<file path="config.mk">
export PLATFORM = sky130hd
export DESIGN_NAME = booth_mult_ctrl_flat
export DESIGN_NICKNAME = d
export VERILOG_FILES = /design/src/rtl/booth_mult_ctrl_pkg.sv /design/src/rtl/booth_mult_ctrl_if.sv /design/src/rtl/booth_mult_ctrl.sv /design/src/flat_wrapper.sv
export SDC_FILE = /design/constraint.sdc
export NUM_CORES = 1
export LEC_CHECK = 0
export CORE_AREA = 5 5 42 44
export DETAILED_ROUTE_END_ITERATION = 12
export DIE_AREA = 0 0 47 49
export PLACE_DENSITY = 0.57
export RECOVER_POWER = 50
export SYNTH_ARGS = -nofsm -noshare
export SYNTH_HDL_FRONTEND = slang
export SYNTH_SLANG_ARGS = --single-unit
</file>
<file path="constraint.sdc">
create_clock -name clk -period 1.8 [get_ports clk]
set_clock_uncertainty 0.15 [all_clocks]
set_input_delay 0.36 -clock clk [delete_from_list [all_inputs] [get_ports clk]]
set_output_delay 0.36 -clock clk [all_outputs]
set_load 0.03 [all_outputs]
</file>
<file path="src/rtl/booth_mult_ctrl_pkg.sv">
// Shared types for the radix-2 Booth multiplier controller: FSM states,
// recode operations and the bit-pair recode helper.
package booth_pkg;

    typedef enum logic [2:0] {
        S_IDLE  = 3'd0,
        S_LOAD  = 3'd1,
        S_EXAM  = 3'd2,
        S_ADD   = 3'd3,
        S_SUB   = 3'd4,
        S_SHIFT = 3'd5,
        S_DONE  = 3'd6
    } booth_state_t;

    typedef enum logic [1:0] {
        OP_NONE = 2'd0,
        OP_ADD  = 2'd1,
        OP_SUB  = 2'd2
    } booth_op_t;

    // {current bit, previous bit}: 10 starts a run of ones, 01 ends one.
    function automatic booth_op_t booth_recode(input logic m0, input logic m_prev);
        booth_op_t op;
        case ({m0, m_prev})
            2'b10:   op = OP_SUB;
            2'b01:   op = OP_ADD;
            default: op = OP_NONE;
        endcase
        return op;
    endfunction

endpackage

</file>
<file path="src/rtl/booth_mult_ctrl_if.sv">
// Handshake and datapath strobe bundle between the Booth controller (slave)
// and the issuing logic plus datapath (master).
interface booth_mult_ctrl_if;
    logic start;
    logic abort;
    logic m0;
    logic Load_words;
    logic Shift;
    logic Add;
    logic Sub;
    logic Ready;
    logic busy;
    logic done;

    modport master (
        output start, abort, m0,
        input  Load_words, Shift, Add, Sub, Ready, busy, done
    );

    modport slave (
        input  start, abort, m0,
        output Load_words, Shift, Add, Sub, Ready, busy, done
    );
endinterface

</file>
<file path="src/rtl/booth_mult_ctrl.sv">
// Radix-2 Booth multiplier control FSM with bit counter and Moore strobes.
// Optional BOOTH_CTRL_PERF_EN adds last_cycles/last_ops statistics outputs.
module booth_mult_ctrl
    import booth_pkg::*;
#(
    parameter int L_word = 4
) (
    input  logic                clk,
    input  logic                rst_n,
    booth_mult_ctrl_if.slave    bus
`ifdef BOOTH_CTRL_PERF_EN
    ,
    output logic [$clog2(3*L_word+3)-1:0] last_cycles,
    output logic [$clog2(L_word+1)-1:0]   last_ops
`endif
);
    localparam int CW = $clog2(L_word) + 1;
    localparam logic [CW-1:0] CNT_LAST = CW'(L_word - 1);

    booth_state_t    state_q, state_d;
    logic            m_prev_q, m_prev_d;
    logic [CW-1:0]   cnt_q, cnt_d;
    logic            load_s, shift_s, add_s, sub_s, ready_s, done_s;

    always_ff @(posedge clk or negedge rst_n) begin
        if (!rst_n) begin
            state_q  <= S_IDLE;
            m_prev_q <= 1'b0;
            cnt_q    <= '0;
        end else begin
            state_q  <= state_d;
            m_prev_q <= m_prev_d;
            cnt_q    <= cnt_d;
        end
    end

    always_comb begin
        state_d  = state_q;
        m_prev_d = m_prev_q;
        cnt_d    = cnt_q;
        load_s   = 1'b0;
        shift_s  = 1'b0;
        add_s    = 1'b0;
        sub_s    = 1'b0;
        ready_s  = 1'b0;
        done_s   = 1'b0;
        case (state_q)
            S_IDLE: begin
                ready_s = 1'b1;
                if (bus.start && !bus.abort) state_d = S_LOAD;
            end
            S_LOAD: begin
                load_s   = 1'b1;
                m_prev_d = 1'b0;
                cnt_d    = '0;
                state_d  = S_EXAM;
            end
            S_EXAM: begin
                case (booth_recode(bus.m0, m_prev_q))
                    OP_SUB:  state_d = S_SUB;
                    OP_ADD:  state_d = S_ADD;
                    default: state_d = S_SHIFT;
                endcase
            end
            S_ADD: begin
                add_s   = 1'b1;
                state_d = S_SHIFT;
            end
            S_SUB: begin
                sub_s   = 1'b1;
                state_d = S_SHIFT;
            end
            S_SHIFT: begin
                shift_s  = 1'b1;
                m_prev_d = bus.m0;
                cnt_d    = cnt_q + CW'(1);
                state_d  = (cnt_q == CNT_LAST) ? S_DONE : S_EXAM;
            end
            S_DONE: begin
                done_s  = 1'b1;
                ready_s = 1'b1;
                state_d = S_IDLE;
            end
            default: state_d = S_IDLE;
        endcase
        // abort overrides every transition except from idle
        if (bus.abort && state_q != S_IDLE) state_d = S_IDLE;
    end

    assign bus.Load_words = load_s;
    assign bus.Shift      = shift_s;
    assign bus.Add        = add_s;
    assign bus.Sub        = sub_s;
    assign bus.Ready      = ready_s;
    assign bus.busy       = ~ready_s;
    assign bus.done       = done_s;

`ifdef BOOTH_CTRL_PERF_EN
    localparam int PCW = $clog2(3*L_word+3);
    localparam int POW = $clog2(L_word+1);

    logic [PCW-1:0] run_cyc_q, last_cycles_q;
    logic [POW-1:0] ops_q, last_ops_q;

    // run_cyc_q holds the 1-based index of the current cycle since S_LOAD
    always_ff @(posedge clk or negedge rst_n) begin
        if (!rst_n) begin
            run_cyc_q     <= '0;
            ops_q         <= '0;
            last_cycles_q <= '0;
            last_ops_q    <= '0;
        end else begin
            if (state_q == S_IDLE) run_cyc_q <= PCW'(1);
            else                   run_cyc_q <= run_cyc_q + PCW'(1);
            if (state_q == S_LOAD)                          ops_q <= '0;
            else if (state_q == S_ADD || state_q == S_SUB) ops_q <= ops_q + POW'(1);
            if (state_q == S_SHIFT && state_d == S_DONE) begin
                last_cycles_q <= run_cyc_q + PCW'(1);
                last_ops_q    <= ops_q;
            end
        end
    end

    assign last_cycles = last_cycles_q;
    assign last_ops    = last_ops_q;
`endif
endmodule

</file>
<file path="src/flat_wrapper.sv">
// flat-port wrapper written by rule: the top's interface ports become plain ports
module booth_mult_ctrl_flat import booth_pkg::*;
#(
    parameter int L_word = 4
)
  (clk, rst_n, bus_start, bus_abort, bus_m0, bus_Load_words, bus_Shift, bus_Add, bus_Sub, bus_Ready, bus_busy, bus_done);
  booth_mult_ctrl_if bus_i ();
  input  logic clk;
  input  logic rst_n;
  input wire logic [$bits(bus_i.start)-1:0] bus_start;
  input wire logic [$bits(bus_i.abort)-1:0] bus_abort;
  input wire logic [$bits(bus_i.m0)-1:0] bus_m0;
  output wire logic [$bits(bus_i.Load_words)-1:0] bus_Load_words;
  output wire logic [$bits(bus_i.Shift)-1:0] bus_Shift;
  output wire logic [$bits(bus_i.Add)-1:0] bus_Add;
  output wire logic [$bits(bus_i.Sub)-1:0] bus_Sub;
  output wire logic [$bits(bus_i.Ready)-1:0] bus_Ready;
  output wire logic [$bits(bus_i.busy)-1:0] bus_busy;
  output wire logic [$bits(bus_i.done)-1:0] bus_done;
  assign bus_i.start = bus_start;
  assign bus_i.abort = bus_abort;
  assign bus_i.m0 = bus_m0;
  assign bus_Load_words = bus_i.Load_words;
  assign bus_Shift = bus_i.Shift;
  assign bus_Add = bus_i.Add;
  assign bus_Sub = bus_i.Sub;
  assign bus_Ready = bus_i.Ready;
  assign bus_busy = bus_i.busy;
  assign bus_done = bus_i.done;
  booth_mult_ctrl #(.L_word(L_word)) u_core (.clk(clk), .rst_n(rst_n), .bus(bus_i));
endmodule
</file>
==> results.ini <==
[status]
outcome=completed

[timing]
rsz0062_at_grt=yes
slew_headroom_pct=77.0
worstMarginPinSlew_ns=0.343
finalHoldViolCount=0
timing.hold.ws_ns=0.298
fin_tns_setup_ns=0
drv_slew=0
finalCritPeriodShare_pct=97.2
fin_ws_ns=0.0495
setup_violations=0
fin_crit_ns=1.75
fmax_mhz=571

[worst_setup_path]
cp_slowest_cell=dfrtp_1
cp_cell_sequence=buf_4, nor3_4, inv_1, buf_6
cp-endpoint=bus_busy
crit_type=flip-flop to output pin
cp.depth=4
cp.required_ns=1.29
crit-reg2reg-capture=u_core.state_q[2]
end_kind=output pin
critPathLaunch=u_core.state_q[0]
path_buf_inv=3
path_delay_family=flip-flops
worst_ep_arrival_time_ns=1.24
path_max_fanout=6
cpPeakStageDelay_ns=0.42
r2r-start=u_core.cnt_q[0]
critPathLaunchType=flip-flop
ff2ff_setup_slack_ns=0.34
worstRegToRegCells=5

[floorplan]
io_pins=12
die_w_um=47
die_area_um2=2300
initial_core_util_pct=30.2
core_area_um2=1400
rows=14
fp.dieH_um=49

[logic_synthesis]
postSynthAreaPerCell_um2=9.61
syn_area_um2=423
synth_edf_count=0
synth_ff_type=dfrtp_1
synth_top_area_share_pct=41.4
seq_area_frac_synth_pct=41.4
async_flop_share_pct=100
ys_warn_count=0
netlist_top_cells_area=dfrtp_1 (41%), ha_1 (5.9%), nand3b_4 (4.7%)
synth_common_cells=dfrtp_1 (7), nand2_1 (5), o21ai_0 (4)
syn_nets=51
ys_seq_elements=7
synth_cells=44
synthDistinctLibCells=22
synth_top_cell_by_area=dfrtp_1
yosysMostFrequentCell=dfrtp_1

[global_routing]
grt-ovfl-total=0
grt_pass1_vias=317
top_usage_layer=met2
grt_usage_pct=9.35
grt_use_met2_pct=12.2
antenna_found_initial=0
use_met3_pct=4.43
grt_pass1_wl_mm=1.45
met1_usage_pct=10.7
grt_max_degree=8

[power]
peakVddDrop_mv=0.395
powerDensity_nw_per_um2=701
p_leak_nw=0.292

[layout]
seq_area_um2=176
layout.cells.non_filler=79
final_core_util_pct=44.6
antennaDiodeCount=0
fin_nets=71
area_delta_synth_final_pct=47.6
multiInputGateArea_um2=245
n_fill_cell=149
drive_above_1_share_pct=44.4

[cts]
max-clock-path-buffers=2
cts_root_buffer=clkbuf_4
cts_tree=built
cts.clk_slew.worst_paths_ns=0.05
cts_made_buffers=3
h-tree-depth=1
cts_sinks=7
clk_latency_ns=0.25

[placement]
dp.cells=72
io_buffers=11
pre_cts_ws_ns=0.0832
place.gp.congestion=0.746
dpl.hpwl_um=662

[route]
wl_um=845
wl_per_cell_um=10.7
via_per_inst=4.57
drtAntennaViolNets=0
drc_errors=0
drt_iter0_markers=2
vias=361
dr.pass1.iters=4

[worst_hold_path]
hold_path_class=input port to asynchronous set/reset pin

[run]
cap_violations=0

-- timing repair --
action | in CTS | in global routing
hold endpoints to repair | 0 | 0
hold buffers | 0 | 0
buffers inserted | 3 | 0
pin swaps | 0 | 1
gates resized for setup | 4 | 3
cloned | 0 | 0
setup endpoints to repair | 5 | 5
-- per-stage QoR --
step	total power [mW]	cell area [um2]
3_5_place_dp	0.288	556
6_report	0.438	624
2_1_floorplan	0.248	439
4_1_cts	0.446	613
3_3_place_gp	0.288	556
5_1_grt	0.471	624
-- area by class of cell --
cell class / count / area share (%)
multi-input combinational: 32 / 39.3
sequential: 7 / 28.3
timing repair buffer: 17 / 23.2
clock buffer: 4 / 4.21
tap: 16 / 3.21
inverter: 3 / 1.80
-- placed cells by master (no fill, tap or decap), types with 2 or more instances in the layout --
cell,n
nand2_1,5
dfrtp_1,6
buf_6,2
nor2_1,2
clkbuf_4,3
clkdlybuf4s50_1,3
buf_4,11
o21ai_0,4
ha_1,2
inv_1,3
-- registers in the layout, indices dropped and copies added (netlist names) --
name             flops
u_core.state_q       3
u_core.m_prev_q      1
u_core.cnt_q         3
-- logic make-up after synthesis --
logic type	count (synthesis)	synth area share [%]
compound gates	8	11.5
fa+ha+maj	2	5.92
buf+inv	5	7.10
flops	7	41.4
mux	1	2.66
simple gates	21	31.4
-- power breakdown --
part,switching [mW],internal (mW),leakage [nW]
Combinational,0.0663,0.0579,0.183
Clock,0.0567,0.0845,0.0150
Sequential,0.00704,0.165,0.0946
Total,0.130,0.308,0.292
-- how the worst min path moves through the flow --
stage	slack [ns]	from	endpoint	cells after the start
finish	0.30	rst_n	u_core.state_q[2]	1
global route	0.31	rst_n	u_core.state_q[2]	1
CTS	0.23	rst_n	u_core.state_q[2]	1
detailed placement	0.32	u_core.cnt_q[2]	u_core.cnt_q[2]	2
global placement	0.31	u_core.cnt_q[2]	u_core.cnt_q[2]	2
floorplan	-0.09	rst_n	u_core.cnt_q[0]	0
-- metal layers --
metal | wire, um | vias up
met2 | 409 | 9
li1 | - | 187
met4 | 34 | 0
met5 | 0 | -
met1 | 348 | 161
met3 | 54 | 4
Power figures use the tool's default switching activity.
